$ cat config.mk
export PLATFORM = sky130hd
export DESIGN_NAME = clk_updnmodn
export DESIGN_NICKNAME = d
export VERILOG_FILES = /design/src/rtl/clk_updn_pkg.sv /design/src/rtl/fa.sv /design/src/rtl/updn_digit.sv /design/src/rtl/clk_updnmodn.sv
export SDC_FILE = /design/constraint.sdc
export NUM_CORES = 1
export LEC_CHECK = 0
export ABC_CLOCK_PERIOD_IN_PS = 2100
export BUFFER_PORTS_ARGS = -buffer_cell sky130_fd_sc_hd__buf_2
export CAP_MARGIN = 10
export CORE_ASPECT_RATIO = 0.75
export CORE_MARGIN = 5
export CORE_UTILIZATION = 48
export CTS_BUF_LIST = sky130_fd_sc_hd__clkbuf_4
export CTS_CLUSTER_DIAMETER = 120
export CTS_CLUSTER_SIZE = 14
export DETAILED_ROUTE_END_ITERATION = 12
export GPL_ROUTABILITY_DRIVEN = 0
export GPL_TIMING_DRIVEN = 0
export PLACE_DENSITY = 0.77
export SYNTH_ARGS = -nofsm -noshare
export SYNTH_HDL_FRONTEND = slang
export SYNTH_SLANG_ARGS = --single-unit
$ cat constraint.sdc
create_clock -name clk -period 2.1 [get_ports clk]
set_input_delay 0.105 -clock clk [delete_from_list [all_inputs] [get_ports clk]]
set_output_delay 0.105 -clock clk [all_outputs]
set_load 0.02 [all_outputs]
$ cat src/rtl/clk_updn_pkg.sv
// rtl/clk_updn_pkg.sv - shared legal-range constants and parameter check for the up/down mod-N counter
package clk_updn_pkg;

    localparam int MOD_MIN  = 2;
    localparam int MOD_MAX  = 16;
    localparam int NDIG_MIN = 1;
    localparam int NDIG_MAX = 8;

    function automatic bit params_ok(input int mod, input int ndig);
        return (mod >= MOD_MIN) && (mod <= MOD_MAX) &&
               (ndig >= NDIG_MIN) && (ndig <= NDIG_MAX);
    endfunction

endpackage

$ cat src/rtl/fa.sv
// rtl/fa.sv - one-bit full adder cell
module fa (
    input  logic a,
    input  logic b,
    input  logic ci,
    output logic s,
    output logic co
);

    assign s  = a ^ b ^ ci;
    assign co = (a & b) | (ci & (a ^ b));

endmodule

$ cat src/rtl/updn_digit.sv
// rtl/updn_digit.sv - one mod-MOD digit: register, +/-1 ripple adder, boundary override, clamped load
module updn_digit #(
    parameter int MOD = 10,
    parameter int DW  = $clog2(MOD)
) (
    input  logic          clk,
    input  logic          reset,
    input  logic          step_en,
    input  logic          up,
    input  logic          load,
    input  logic [DW-1:0] load_val,
    output logic [DW-1:0] q,
    output logic          at_max,
    output logic          at_min,
    output logic          ld_err
);

    localparam logic [DW-1:0] MAX_V = DW'(MOD - 1);

    logic [DW-1:0] q_q;
    logic [DW-1:0] q_d;
    logic [DW-1:0] sum;
    logic [DW:0]   carry;
    logic          unused_carry_out;

    // q + {DW{~up}} + up: adding all-ones with carry-in 0 is -1, adding zero with carry-in 1 is +1
    assign carry[0] = up;

    for (genvar i = 0; i < DW; i++) begin : g_add
        fa u_fa (
            .a  (q_q[i]),
            .b  (~up),
            .ci (carry[i]),
            .s  (sum[i]),
            .co (carry[i+1])
        );
    end

    assign unused_carry_out = carry[DW];

    assign at_max = (q_q == MAX_V);
    assign at_min = (q_q == '0);
    assign ld_err = load & ({1'b0, load_val} >= (DW + 1)'(MOD));
    assign q      = q_q;

    always_comb begin
        q_d = q_q;
        if (load) begin
            q_d = ld_err ? MAX_V : load_val;
        end else if (step_en) begin
            if (up && at_max) begin
                q_d = '0;
            end else if (!up && at_min) begin
                q_d = MAX_V;
            end else begin
                q_d = sum;
            end
        end
    end

    always_ff @(posedge clk) begin
        if (reset) begin
            q_q <= '0;
        end else begin
            q_q <= q_d;
        end
    end

endmodule

$ cat src/rtl/clk_updnmodn.sv
// rtl/clk_updnmodn.sv - NDIG cascaded mod-MOD up/down counter with load, terminal count and wrap pulse
module clk_updnmodn
    import clk_updn_pkg::*;
#(
    parameter int MOD  = 10,
    parameter int NDIG = 2
) (
    input  logic                      clk,
    input  logic                      reset,
    input  logic                      en,
    input  logic                      up,
    input  logic                      load,
    input  logic [NDIG*$clog2(MOD)-1:0] load_val,
    output logic [NDIG*$clog2(MOD)-1:0] cnt,
    output logic                      tc,
    output logic                      wrap,
    output logic                      load_err
);

    localparam int DW = $clog2(MOD);

    if (!params_ok(MOD, NDIG)) begin : g_param_err
        $fatal(1, "clk_updnmodn: MOD must be 2..16 and NDIG 1..8");
    end

    logic [NDIG-1:0] at_max;
    logic [NDIG-1:0] at_min;
    logic [NDIG-1:0] ld_err;
    logic [NDIG-1:0] step_en;
    logic [NDIG:0]   all_max;
    logic [NDIG:0]   all_min;

    logic wrap_q;
    logic wrap_d;
    logic load_err_q;
    logic load_err_d;

    // all_max[k] / all_min[k]: every digit below k sits at its boundary
    assign all_max[0] = 1'b1;
    assign all_min[0] = 1'b1;

    for (genvar k = 0; k < NDIG; k++) begin : g_dig
        assign all_max[k+1] = all_max[k] & at_max[k];
        assign all_min[k+1] = all_min[k] & at_min[k];
        assign step_en[k]   = en & (up ? all_max[k] : all_min[k]);

        updn_digit #(
            .MOD (MOD),
            .DW  (DW)
        ) u_digit (
            .clk      (clk),
            .reset    (reset),
            .step_en  (step_en[k]),
            .up       (up),
            .load     (load),
            .load_val (load_val[k*DW +: DW]),
            .q        (cnt[k*DW +: DW]),
            .at_max   (at_max[k]),
            .at_min   (at_min[k]),
            .ld_err   (ld_err[k])
        );
    end

    assign tc         = en & ~load & (up ? all_max[NDIG] : all_min[NDIG]);
    assign wrap_d     = tc;
    assign load_err_d = |ld_err;
    assign wrap       = wrap_q;
    assign load_err   = load_err_q;

    always_ff @(posedge clk) begin
        if (reset) begin
            wrap_q     <= 1'b0;
            load_err_q <= 1'b0;
        end else begin
            wrap_q     <= wrap_d;
            load_err_q <= load_err_d;
        end
    end

endmodule

Word-level counts from Yosys, hierarchy flattened
Index checks and enable logic that the tools add are counted.
W data, S select, Z words.
{ "classes": {"order_cmp": 2, "n_eq_ne": 2, "mux": 12, "n_bitwise": 43, "n_reduce_logical": 10} }
{ "op_table": {"columns": ["cell", "count"], "rows": [
  ["$mux W4", 10],
  ["$and A1 B1 Y1", 19],
  ["$xor A1 B1 Y1", 16],
  ["$eq A4 B4 Y1 const B", 2],
  ["$ge A4 B4 Y1 const B", 2],
  ["$logic_not A4 Y1", 2],
  ["$or A1 B1 Y1", 6],
  ["$logic_and A1 B1 Y1", 4],
  ["$reduce_bool A2 Y1", 2],
  ["$mux W1", 2],
  ["$not A1 Y1", 2],
  ["$reduce_or A2 Y1", 1],
  ["$logic_not A1 Y1", 1]
]} }
{ "totals": {"regBits": 10, "inputBits": 13, "out_inout_bits": 11, "elab_cells": 73} }

Depth between registers and ports, before layout
{ "depth": {"ltp_word": 13, "mapped_depth": 10, "ltp_nobuf": 9} }

By module
Synthesis repeated with hierarchy kept, for this count alone.
{ "hier_totals": {"cells_unflattened": 101, "hier_area_um2": 940.9} }
{ "modules_own_cells": {"columns": ["mod", "n_inst", "cells_per_inst", "area_per_inst_um2", "seq_area_each_um2"], "rows": [
  ["updn_digit", 2, 41, 334.1, 80.1],
  ["fa", 8, 1, 20.0, 0.0],
  ["clk_updnmodn", 1, 11, 112.6, 40.0]
]} }

Worst setup path after synthesis
No wires, ideal clock.
{ "synth_path": {"path_kind": "register -> register", "start": "register g_dig[1].u_digit.q_q[0]", "end": "register g_dig[1].u_digit.q_q[2]", "setup_time_ns": 0.091, "t_arrival_ns": 2.035, "required_time_ns": 2.009, "path_slack_ns": -0.026, "path_stages_with_launch": 7, "path_buffers": 0, "period_less_slack_ns": 2.126, "cell_sequence": "dfxtp_1 -> ha_1 -> nor2_1 -> fa_1 -> fa_1 -> or3b_2 -> a311oi_1"} }
{ "synth_between": {"elab_chain_cells": 10, "elab_cells_between_ends": 15, "classes_between": "eq/ne (1); mux (4); bitwise (7); reduce/logical (3)"} }
{ "synth_lines": {"columns": ["element", "line_no", "source"], "rows": [
  ["start, declared", "updn_digit.sv:20", "logic [DW-1:0] q_q;"],
  ["start signal, assigned", "updn_digit.sv:65", "q_q <= q_d;"],
  ["$xor A1 B1 Y1", "fa.sv:11", "assign co = (a & b) | (ci & (a ^ b));"],
  ["$and A1 B1 Y1", "fa.sv:11", null],
  ["$or A1 B1 Y1", "fa.sv:11", null],
  ["$and A1 B1 Y1", "fa.sv:11", null],
  ["$or A1 B1 Y1", "fa.sv:11", null],
  ["$xor A1 B1 Y1", "fa.sv:10", "assign s = a ^ b ^ ci;"],
  ["$mux W4", "updn_digit.sv:53", "end else if (!up && at_min) begin"],
  ["$mux W4 (*)", "updn_digit.sv:51", "if (up && at_max) begin"],
  ["$mux W4 (*)", "updn_digit.sv:50", "end else if (step_en) begin"],
  ["$mux W4 (*)", "updn_digit.sv:48", "if (load) begin"]
]} }
Every way passes the cells marked *; elsewhere a longest branch is shown, timed or not. The select of a mux whose other input is x is not followed.
A chain may end at the register's enable or synchronous reset.

Worst setup path in the final report
{ "layout_path": {"start": "register g_dig[1].u_digit.q_q[0]", "end": "register g_dig[1].u_digit.q_q[3]"} }
{ "layout_between": {"elab_chain_cells": 12, "elab_cells_between_ends": 17, "classes_between": "eq/ne (1); mux (4); bitwise (9); reduce/logical (3)"} }
{ "layout_lines": {"columns": ["element", "line_no"], "rows": [
  ["$xor A1 B1 Y1", "fa.sv:11"],
  ["$and A1 B1 Y1", "fa.sv:11"],
  ["$or A1 B1 Y1", "fa.sv:11"],
  ["$and A1 B1 Y1", "fa.sv:11"],
  ["$or A1 B1 Y1", "fa.sv:11"],
  ["$and A1 B1 Y1", "fa.sv:11"],
  ["$or A1 B1 Y1", "fa.sv:11"],
  ["$xor A1 B1 Y1", "fa.sv:10"],
  ["$mux W4", "updn_digit.sv:53"],
  ["$mux W4 (*)", "updn_digit.sv:51"],
  ["$mux W4 (*)", "updn_digit.sv:50"],
  ["$mux W4 (*)", "updn_digit.sv:48"]
]} }
Marks and branches as above.

==> run_results.csv <==
group,metric,value,unit
critical_path,cp_cell_sequence,"ha_1 -> nor2_1 -> fa_2 -> fa_2 -> xor2_1 -> a211o_1 -> nand3b_1 -> a311oi_2",
timing,hold_viol,0,
finish,final_cells,163,
die,start_util,0.514,
critical_path,end_kind,"flip-flop",
clocking,root_buffer,"clkbuf_4",
status,status,"finished clean",
synth,synthCells,112,
timing,final.min_clock_period,2030,ps
grt,grt_pass1_vias,814,
synth,syn_area,902,sq um
finish,area_growth,25.5,%
synth,synth_nets,133,
route,vias,916,
timing,clock-skew-final,3.28,ps
place,io_buffers,23,
route,drtIter0Drc,19,
critical_path,crit_top_cell,"fa_2",
finish,diodes,0,
finish,nNetsFinal,163,
min_path,holdPathEnd,"g_dig[1].u_digit.q[0]",
route,wl_met2,967,microns
synth,synth_commonest_cells,"10 x dfxtp_1, 10 x inv_1, 9 x a21oi_1, 8 x buf_4",
synth,yosys_warnings,0,
synth,synth-main-ff-cell,"dfxtp_1",
timing,slew_headroom,0.669,
critical_path,crit_slowest_cell,"dfxtp_4",
critical_path,start_kind,"flip-flop",
synth,synth_top_area_cell,"dfxtp_1",
pwr,switchingPower,0.000223,W
die,dieArea,0.00286,sq mm
critical_path,rr_worst_depth,8,
die,die_width,60.1,microns
grt,antenna_found_initial,0,
synth,ys_seq_area_frac,0.222,
route,postRouteAntennaNets,0,
route,drc,0,
timing,setup_slack,73.8,ps
clocking,cts_buffer_depth,2,
run,drv_cap,0,
route,dr_wl_met3,211,microns
clocking,clk_pin_slew,70,ps
route,vias_per_cell,5.62,
pwr,power_density,545,mW/mm^2
clocking,cts_buffers,3,
route,wirelength,2.27,mm
critical_path,rr_startpoint,"g_dig[1].u_digit.q[0]",
critical_path,worstPathArrival,2160,ps
finish,final.fill_count,161,
min_path,hold_class,"primary input to flip-flop",
pwr,pwr-share-seq,0.372,
min_path,hold_depth,4,
grt,grt_max_degree,13,
timing,rsz0062_at_grt,"true",
grt,grt_pass1_wl,3.75,mm
critical_path,rr_endpoint,"g_dig[1].u_digit.q[3]",
critical_path,max_stage_delay,360,ps
route,firstDrtPassIters,4,
synth,synth_area_leaders,"dfxtp_1 22%, fa_1 8.9%, buf_4 6.7%, ha_1 5.5%, a21oi_1 5.0%",
clocking,cts_tree,"yes",
pwr,clkPwrFrac,0.216,
timing,slew_violations,0,
synth,yosysTopAreaCellShare,0.222,
critical_path,crit_type,"flip-flop to flip-flop",
pwr,power_frac_comb,0.412,
synth,synth_edf_count,0,
pwr,finalPower,0.000617,W
clocking,clkSinkCount,10,
pwr,leakagePower,0.486,nW
pwr,ir_drop,0.000376,V
synth,ys_async_sr_fraction,0,
route,highest_layer,"met4",
place,dp_cells,157,
pwr,swShare,0.362,
place,place_ws,-357,ps
clocking,insertion_delay,260,ps
critical_path,cp.buffers_inverters,0,
route,routedWlPerCell,14.0,microns
clocking,cts_hold_buf,0,
die,rows,13,
synth,synth.avg_cell_area,8.05,sq um
timing,setup_viol,0,
pwr,p_int,0.000394,W
place,dp_hpwl,1.72,mm
synth,ys_seq_elements,10,
timing,setup_tns,0,ps
die,pin_count,24,
die,coreArea,0.00176,sq mm
grt,overflow,0,
critical_path,cp.required,2230,ps
finish,drive_above_1_share,0.397,
timing,hold_slack,137,ps
grt,track_usage,0.176,
timing,timing.fmax,0.494,GHz
synth,synth_cell_types,36,
timing,worstMarginPinSlew,497,ps
die,die_h,47.5,microns
critical_path,rrSetupSlack,70,ps
critical_path,crit_family,"adder cells",
timing,fin_crit_sh,0.965,
critical_path,cp_max_fo,4,
min_path,hold_start,"reset",
clocking,cts-htree-levels,1,
route,m1WireLength,1.05,mm
worst max-delay path by stage:
stage	depth (start not counted)	slack, ps	to	start
after floorplan	6	30	g_dig[1].u_digit.q[2]	g_dig[1].u_digit.q[0]
after global routing	9	-9	g_dig[1].u_digit.q[2]	up
after CTS	8	10	g_dig[0].u_digit.q[3]	g_dig[0].u_digit.q[0]
after detailed placement	9	-360	g_dig[1].u_digit.q[2]	up
final	8	70	g_dig[1].u_digit.q[3]	g_dig[1].u_digit.q[0]
after global placement	9	-300	g_dig[1].u_digit.q[2]	up
cells by family after synthesis:
logic type / after synthesis / synth area share
compound gates: 31 / 0.244
xor+xnor: 1 / 0.00971
fa+ha+maj: 8 / 0.144
buf+inv: 22 / 0.128
flops: 10 / 0.222
simple gates: 40 / 0.252
per-layer routing:
metal | vias to the layer above | track usage
li1 | 458 | -
met1 | 409 | 0.255
met2 | 43 | 0.269
met3 | 6 | 0.0162
met4 | 0 | 0.0752
met5 | - | 0
metrics by stage:
stage,utilization,cell area (sq um)
6_report,0.645,1130
4_1_cts,0.633,1110
5_1_grt,0.645,1130
2_1_floorplan,-,905
3_3_place_gp,0.596,1050
3_5_place_dp,0.596,1050
layout make-up:
class                           instances  area (sq um)  area share
Tap cell                               22          27.5      0.0243
Sequential cell                        10           208       0.183
Inverter                               10          37.5      0.0331
Timing Repair Buffer                   25           133       0.117
Multi-Input combinational cell         80           621       0.548
Clock inverter                          1          3.75     0.00331
Buffer                                 12          80.1      0.0707
Clock buffer                            3          22.5      0.0199
cell usage in the layout (no fill, tap or decap), types with 3 or more instances in the layout:
cell      instances
o31a_1            3
ha_1              4
a21oi_1           8
dfxtp_1           8
buf_2            23
o211ai_1          3
nand2_1           6
nor3_1            7
clkbuf_4          4
nand3b_1          3
fa_2              4
buf_4            11
nand3_1           4
o21ai_0           5
inv_1            10
nor2_1            6
power groups by stage:
stage / combinational, W / sequential [W] / clock, W
5_1_grt: 0.000282 / 0.000232 / 0.000146
2_1_floorplan: 0.000165 / 0.000230 / 0
6_report: 0.000254 / 0.000229 / 0.000133
3_5_place_dp: 0.000227 / 0.000236 / 0
3_3_place_gp: 0.000221 / 0.000235 / 0
4_1_cts: 0.000247 / 0.000229 / 0.000135
sequential cells by signal, summed over array words and instances (netlist names):
| signal | count |
|---|---|
| g_dig.u_digit.q | 8 |
| load_err | 1 |
| wrap | 1 |
worst reg2reg max path, cell delays in order (launching register included):
cell      delay (ps)
dfxtp_4          360
ha_1             140
nor2_1            60
fa_2             340
fa_2             340
xor2_1           150
a211o_1          280
nand3b_1         120
a311oi_2         100
repair_timing:
item	CTS	global route
resized for setup	9	5
endpoints found under the setup margin	3	3
pin swaps	3	2
setup buffers	2	0
Power figures use the tool's default switching activity.
